## src/rtl/seg7_pkg.sv

```systemverilog
// seg7_pkg: segment bit order, logical pattern table and code-to-pattern decode
package seg7_pkg;
  localparam int SEG_A = 0;
  localparam int SEG_B = 1;
  localparam int SEG_C = 2;
  localparam int SEG_D = 3;
  localparam int SEG_E = 4;
  localparam int SEG_F = 5;
  localparam int SEG_G = 6;
  localparam int SEG_W = SEG_G + 1;
  localparam logic [SEG_W-1:0] SEG_BLANK = 7'h00;
  localparam logic [SEG_W-1:0] SEG_TABLE [16] = '{
    7'h3F, 7'h06, 7'h5B, 7'h4F, 7'h66, 7'h6D, 7'h7D, 7'h07,
    7'h7F, 7'h6F, 7'h77, 7'h7C, 7'h39, 7'h5E, 7'h79, 7'h71
  };
  function automatic logic [SEG_W-1:0] seg7_pattern(input logic [3:0] code, input logic hex);
    return (code > 4'd9 && !hex) ? SEG_BLANK : SEG_TABLE[code];
  endfunction
endpackage

```

## src/rtl/seg7_decode.sv

```systemverilog
// seg7_decode: code plus hex mode to active-high segment pattern {g,f,e,d,c,b,a}
module seg7_decode
  import seg7_pkg::*;
(
  input  logic [3:0]       code,
  input  logic             hex_mode,
  output logic [SEG_W-1:0] pattern
);
  assign pattern = seg7_pattern(code, hex_mode);
endmodule

```

## src/rtl/seg7_scan_mux.sv

```systemverilog
// seg7_scan_mux: N-digit scanned 7-seg driver, frame-synchronous load; SEG7_DIM_EN adds duty dimming
module seg7_scan_mux
  import seg7_pkg::*;
#(
  parameter int NUM_DIGITS     = 4,
  parameter int CLK_DIV        = 50000,
  parameter int HEX_MODE       = 0,
  parameter int SEG_ACTIVE_LOW = 1,
  parameter int AN_ACTIVE_LOW  = 1
) (
  input  logic                    clk,
  input  logic                    rst,
  input  logic [4*NUM_DIGITS-1:0] digits,
  input  logic [NUM_DIGITS-1:0]   dp_in,
  input  logic                    blank_lz,
  input  logic                    load,
`ifdef SEG7_DIM_EN
  input  logic [3:0]              duty,
`endif
  output logic [SEG_W-1:0]        seg,
  output logic                    dp,
  output logic [NUM_DIGITS-1:0]   an,
  output logic                    frame_done,
  output logic                    pending
);
  localparam int IW = NUM_DIGITS > 1 ? $clog2(NUM_DIGITS) : 1;
  localparam int PW = $clog2(CLK_DIV);
  localparam logic SEG_INV = SEG_ACTIVE_LOW != 0;
  localparam logic AN_INV = AN_ACTIVE_LOW != 0;
  localparam logic HEX = HEX_MODE != 0;
  logic [PW-1:0] presc_q, presc_d;
  logic [IW-1:0] idx_q, idx_d;
  logic [4*NUM_DIGITS-1:0] disp_dig_q, disp_dig_d, pend_dig_q, pend_dig_d;
  logic [NUM_DIGITS-1:0] disp_dp_q, disp_dp_d, pend_dp_q, pend_dp_d;
  logic pending_q, pending_d, frame_q, frame_d, dp_q, dp_d;
  logic [SEG_W-1:0] seg_q, seg_d, pat;
  logic [NUM_DIGITS-1:0] an_q, an_d, onehot;
  logic [NUM_DIGITS:0] lz;
  logic tick, wrap, blank, lit;
  logic [3:0] code;
  assign lz[NUM_DIGITS] = 1'b1;
  for (genvar g = 0; g < NUM_DIGITS; g++) begin : g_lz
    assign lz[g] = lz[g+1] && ~|disp_dig_q[4*g +: 4];
  end
`ifdef SEG7_DIM_EN
  assign lit = 32'(presc_q) < ((32'(duty) + 32'd1) * 32'(CLK_DIV)) / 32'd16;
`else
  assign lit = 1'b1;
`endif
  seg7_decode u_dec (.code(code), .hex_mode(HEX), .pattern(pat));
  always_comb begin
    tick = presc_q == PW'(CLK_DIV - 1);
    wrap = tick && idx_q == IW'(NUM_DIGITS - 1);
    presc_d = tick ? '0 : presc_q + 1'b1;
    idx_d = wrap ? '0 : tick ? idx_q + 1'b1 : idx_q;
    frame_d = wrap;
    pend_dig_d = load ? digits : pend_dig_q;
    pend_dp_d = load ? dp_in : pend_dp_q;
    pending_d = wrap ? 1'b0 : (load || pending_q);
    disp_dig_d = (wrap && load) ? digits : (wrap && pending_q) ? pend_dig_q : disp_dig_q;
    disp_dp_d = (wrap && load) ? dp_in : (wrap && pending_q) ? pend_dp_q : disp_dp_q;
    code = disp_dig_q[4*idx_q +: 4];
    blank = blank_lz && idx_q != '0 && lz[idx_q];
    onehot = '0;
    onehot[idx_q] = 1'b1;
    seg_d = {SEG_W{SEG_INV}} ^ (blank ? SEG_BLANK : pat);
    dp_d = SEG_INV ^ (disp_dp_q[idx_q] && !blank);
    an_d = {NUM_DIGITS{AN_INV}} ^ (lit ? onehot : '0);
  end
  always_ff @(posedge clk) begin
    if (rst) begin
      presc_q <= '0;
      idx_q <= '0;
      disp_dig_q <= '0;
      disp_dp_q <= '0;
      pend_dig_q <= '0;
      pend_dp_q <= '0;
      pending_q <= 1'b0;
      frame_q <= 1'b0;
      seg_q <= {SEG_W{SEG_INV}};
      dp_q <= SEG_INV;
      an_q <= {NUM_DIGITS{AN_INV}};
    end else begin
      presc_q <= presc_d;
      idx_q <= idx_d;
      disp_dig_q <= disp_dig_d;
      disp_dp_q <= disp_dp_d;
      pend_dig_q <= pend_dig_d;
      pend_dp_q <= pend_dp_d;
      pending_q <= pending_d;
      frame_q <= frame_d;
      seg_q <= seg_d;
      dp_q <= dp_d;
      an_q <= an_d;
    end
  end
  assign seg = seg_q;
  assign dp = dp_q;
  assign an = an_q;
  assign frame_done = frame_q;
  assign pending = pending_q;
endmodule

```

## config.mk

```make
export PLATFORM = sky130hd
export DESIGN_NAME = seg7_scan_mux
export DESIGN_NICKNAME = d
export VERILOG_FILES = /design/src/rtl/seg7_pkg.sv /design/src/rtl/seg7_decode.sv /design/src/rtl/seg7_scan_mux.sv
export SDC_FILE = /design/constraint.sdc
export NUM_CORES = 1
export LEC_CHECK = 0
export ABC_CLOCK_PERIOD_IN_PS = 4250
export CAP_MARGIN = 10
export CELL_PAD_IN_SITES_DETAIL_PLACEMENT = 1
export CELL_PAD_IN_SITES_GLOBAL_PLACEMENT = 2
export CORE_ASPECT_RATIO = 1.4
export CORE_MARGIN = 3
export CORE_UTILIZATION = 36
export CTS_BUF_LIST = sky130_fd_sc_hd__clkbuf_4 sky130_fd_sc_hd__clkbuf_8 sky130_fd_sc_hd__clkbuf_16
export CTS_CLUSTER_SIZE = 25
export DETAILED_ROUTE_END_ITERATION = 10
export GPL_ROUTABILITY_DRIVEN = 0
export GPL_TIMING_DRIVEN = 0
export HOLD_SLACK_MARGIN = 0.06
export PLACE_DENSITY_LB_ADDON = 0.1
export SYNTH_ARGS = -nofsm -noshare
export SYNTH_HDL_FRONTEND = slang
export SYNTH_HIERARCHICAL = 1
export SYNTH_SLANG_ARGS = --single-unit
```

## constraint.sdc

```tcl
create_clock -name clk -period 4.25 [get_ports clk]
set_input_delay 0.425 -clock clk [delete_from_list [all_inputs] [get_ports clk]]
set_output_delay 0.425 -clock clk [all_outputs]
set_load 0.01 [all_outputs]
```

==> flow_summary.toml <==
[drt]
drt_iter0_drc = 45
dr_total_vias = 2299
ant_nets = 0
drtPass1Iterations = 4
wl_per_cell_um = 15.1
vias_per_cell = 4.93
drt_wl_total_mm = 7.03
drc = 0

[global_route]
grt_pass1_vias = 2431
grt_max_degree = 13
grt_pass1_wl_mm = 11.8
groute.usage.overall_pct = 14.7
gr-total-overflow = 0
antenna_found_initial = 0

[cts]
clockRootBuffer = "clkbuf_16"
cts_num_sinks = 72
cts_resized = 0
ctsHtreeMaxLevel = 3
cts_buffers = 9
clkLatencyLatePin_ps = 330
hold_buffers = 0
clk_path_buf_depth = 2
path_clk_slew_ps = 50
cts_tree = "built"
cts_setup_buffers = 0

[synthesis]
synth-seq-area-share_pct = 43.9
syn_inst = 308
yosysUniqueCellTypes = 42
netlist_top_cells_area = "dfxtp_1, mux2_4, mux2i_1"
syn-mean-instance-area_um2 = 10.7
synth_edf_count = 0
synth_ff_type = "dfxtp_1"
synthArstFlopShare_pct = 0
yosys_warnings = 6
synth_top_area_share_pct = 43.9
netlist_area_um2 = 3280
synth_most_common_cell = "dfxtp_1"
yosys_register_bits = 72
synth_common_cells = "dfxtp_1, nor2_1, mux2i_1, nor2b_1, mux2_4"
yosys.area.top_type = "dfxtp_1"

[critical_path]
r2r_setup_slack_ps = 1380
worst-setup-path-type = "flip-flop to flip-flop"
cp-start-kind = "flip-flop"
arrival_ps = 3080
cp-end-kind = "flip-flop"
critPathMaxFanout = 10
crit_required_ps = 4450

[timing]
clock.fmax_mhz = 348
fin_ws_ps = 1380
fin_crit_sh_pct = 67.6
slew_violations = 0
setup_viol = 0
period_minus_slack_ps = 2870
maxSlewHeadroom_pct = 50.2
rsz0062_at_grt = "no"
worstMarginPinSlew_ps = 747
skew_ps = 5.74
tns_ps = 0
hold_viol = 0

[floorplanning]
die_area_um2 = 10300
rows = 40
die_w_um = 86.7
start_util_pct = 37.7
pin_count = 38
core-area_um2 = 8710
die_height_um = 119

[cells_and_area]
fillers = 973
drive_above_1_share_pct = 16.1
area_delta_synth_final_pct = 24.2
num_antenna_cells = 0
nNetsFinal = 391

[power]
ir_worst_vdd_mv = 0.233
powerDensity_nw_per_um2 = 369
power_leakage_nw = 1.65

[place]
dp_slack_ps = 1360
io_buffers = 36
dp.final_hpwl_mm = 5.25

[flow_run]
cap_violations = 0

[hold_path]
hold_class = "flip-flop to flip-flop"

[status]
outcome = "complete, no violations"
-- metrics by stage --
step	hold slack (ps)	util [%]	total power, W	std cells	instance area (um^2)
after floorplan	430	-	0.000753	309	3280
after global routing	501	46.8	0.00157	466	4080
after detailed placement	453	43.4	0.000795	450	3780
after CTS	464	46.8	0.00153	466	4080
after global placement	447	43.4	0.000793	450	3780
final	462	46.8	0.00150	466	4080
-- flip-flops by register name, summed over array words and instances (netlist names), 2 cells and up --
signal      flops
an              4
disp_dig_q     16
disp_dp_q       4
idx_q           2
pend_dig_q     16
pend_dp_q       4
presc_q        16
seg             7
-- where the power goes --
group / total [W] / leakage, nW / switching (W) / internal (W)
clock: 0.000724 / 0.145 / 0.000273 / 0.000451
sequential: 0.000700 / 0.588 / 0.00000660 / 0.000693
combinational: 0.0000786 / 0.918 / 0.0000356 / 0.0000430
-- cell usage in the layout (no fill, tap or decap), drive strengths merged, types with 4 or more instances in the layout --
cell           synthesis  routed
inv                   10      10
nand4                  4       4
xnor2                 12      12
a21oi                  5       5
nand2                  5       5
nor2b                 21      21
nand3b                10      10
nand3                  6       6
ha                    11      11
nor3                   6       6
nor2                  43      43
mux2                  22      22
mux4                   5       5
clkbuf                 7      20
mux2i                 21      21
nand2b                 5       5
buf                   10      10
clkdlybuf4s50          0      36
nor4                   8       8
dfxtp                 72      72
-- critical path, cell delays in order, from the launching register on --
cell and delay, ps:
dfxtp_1 350, clkbuf_1 490, mux4_2 650, inv_1 150
ha_1 300, o21bai_1 120, and3b_1 180, buf_6 130
a311oi_2 270, nand3b_1 100
-- cells by family after synthesis --
family	share of synthesized area (%)
flops	43.9
compound gates	4.19
mux	19.7
other cells	0.114
fa+ha+maj	4.20
simple gates	19.9
xor+xnor	3.74
buf+inv	4.27
-- layout make-up --
cell class              count  area [um^2]  area share, %
inverters                  10         37.5          0.921
multi-input cells         210         1700           41.8
clock buffers              13          274           6.72
clock inverters             3         25.0          0.614
plain buffers              17          103           2.52
well taps                 105          131           3.22
repair buffers             36          360           8.84
flip-flops and latches     72         1440           35.4
-- worst paths after layout --
| path | from | depth (start not counted) | end |
|---|---|---|---|
| worst min-delay path | presc_q[0] | 1 | presc_q[0] |
| worst min register to register | presc_q[0] | 1 | presc_q[0] |
| worst max register to register | idx_q[0] | 9 | seg[4] |
| worst max-delay path | idx_q[0] | 9 | seg[4] |
-- routing by layer --
metal	up-vias	GRT usage, %	wire [um]
li1	1157	-	-
met3	8	3.74	274
met2	27	24.9	3560
met5	-	0	0
met4	0	5.85	89
met1	1107	17.4	3110
No activity file was read; power rests on OpenSTA's default activity.
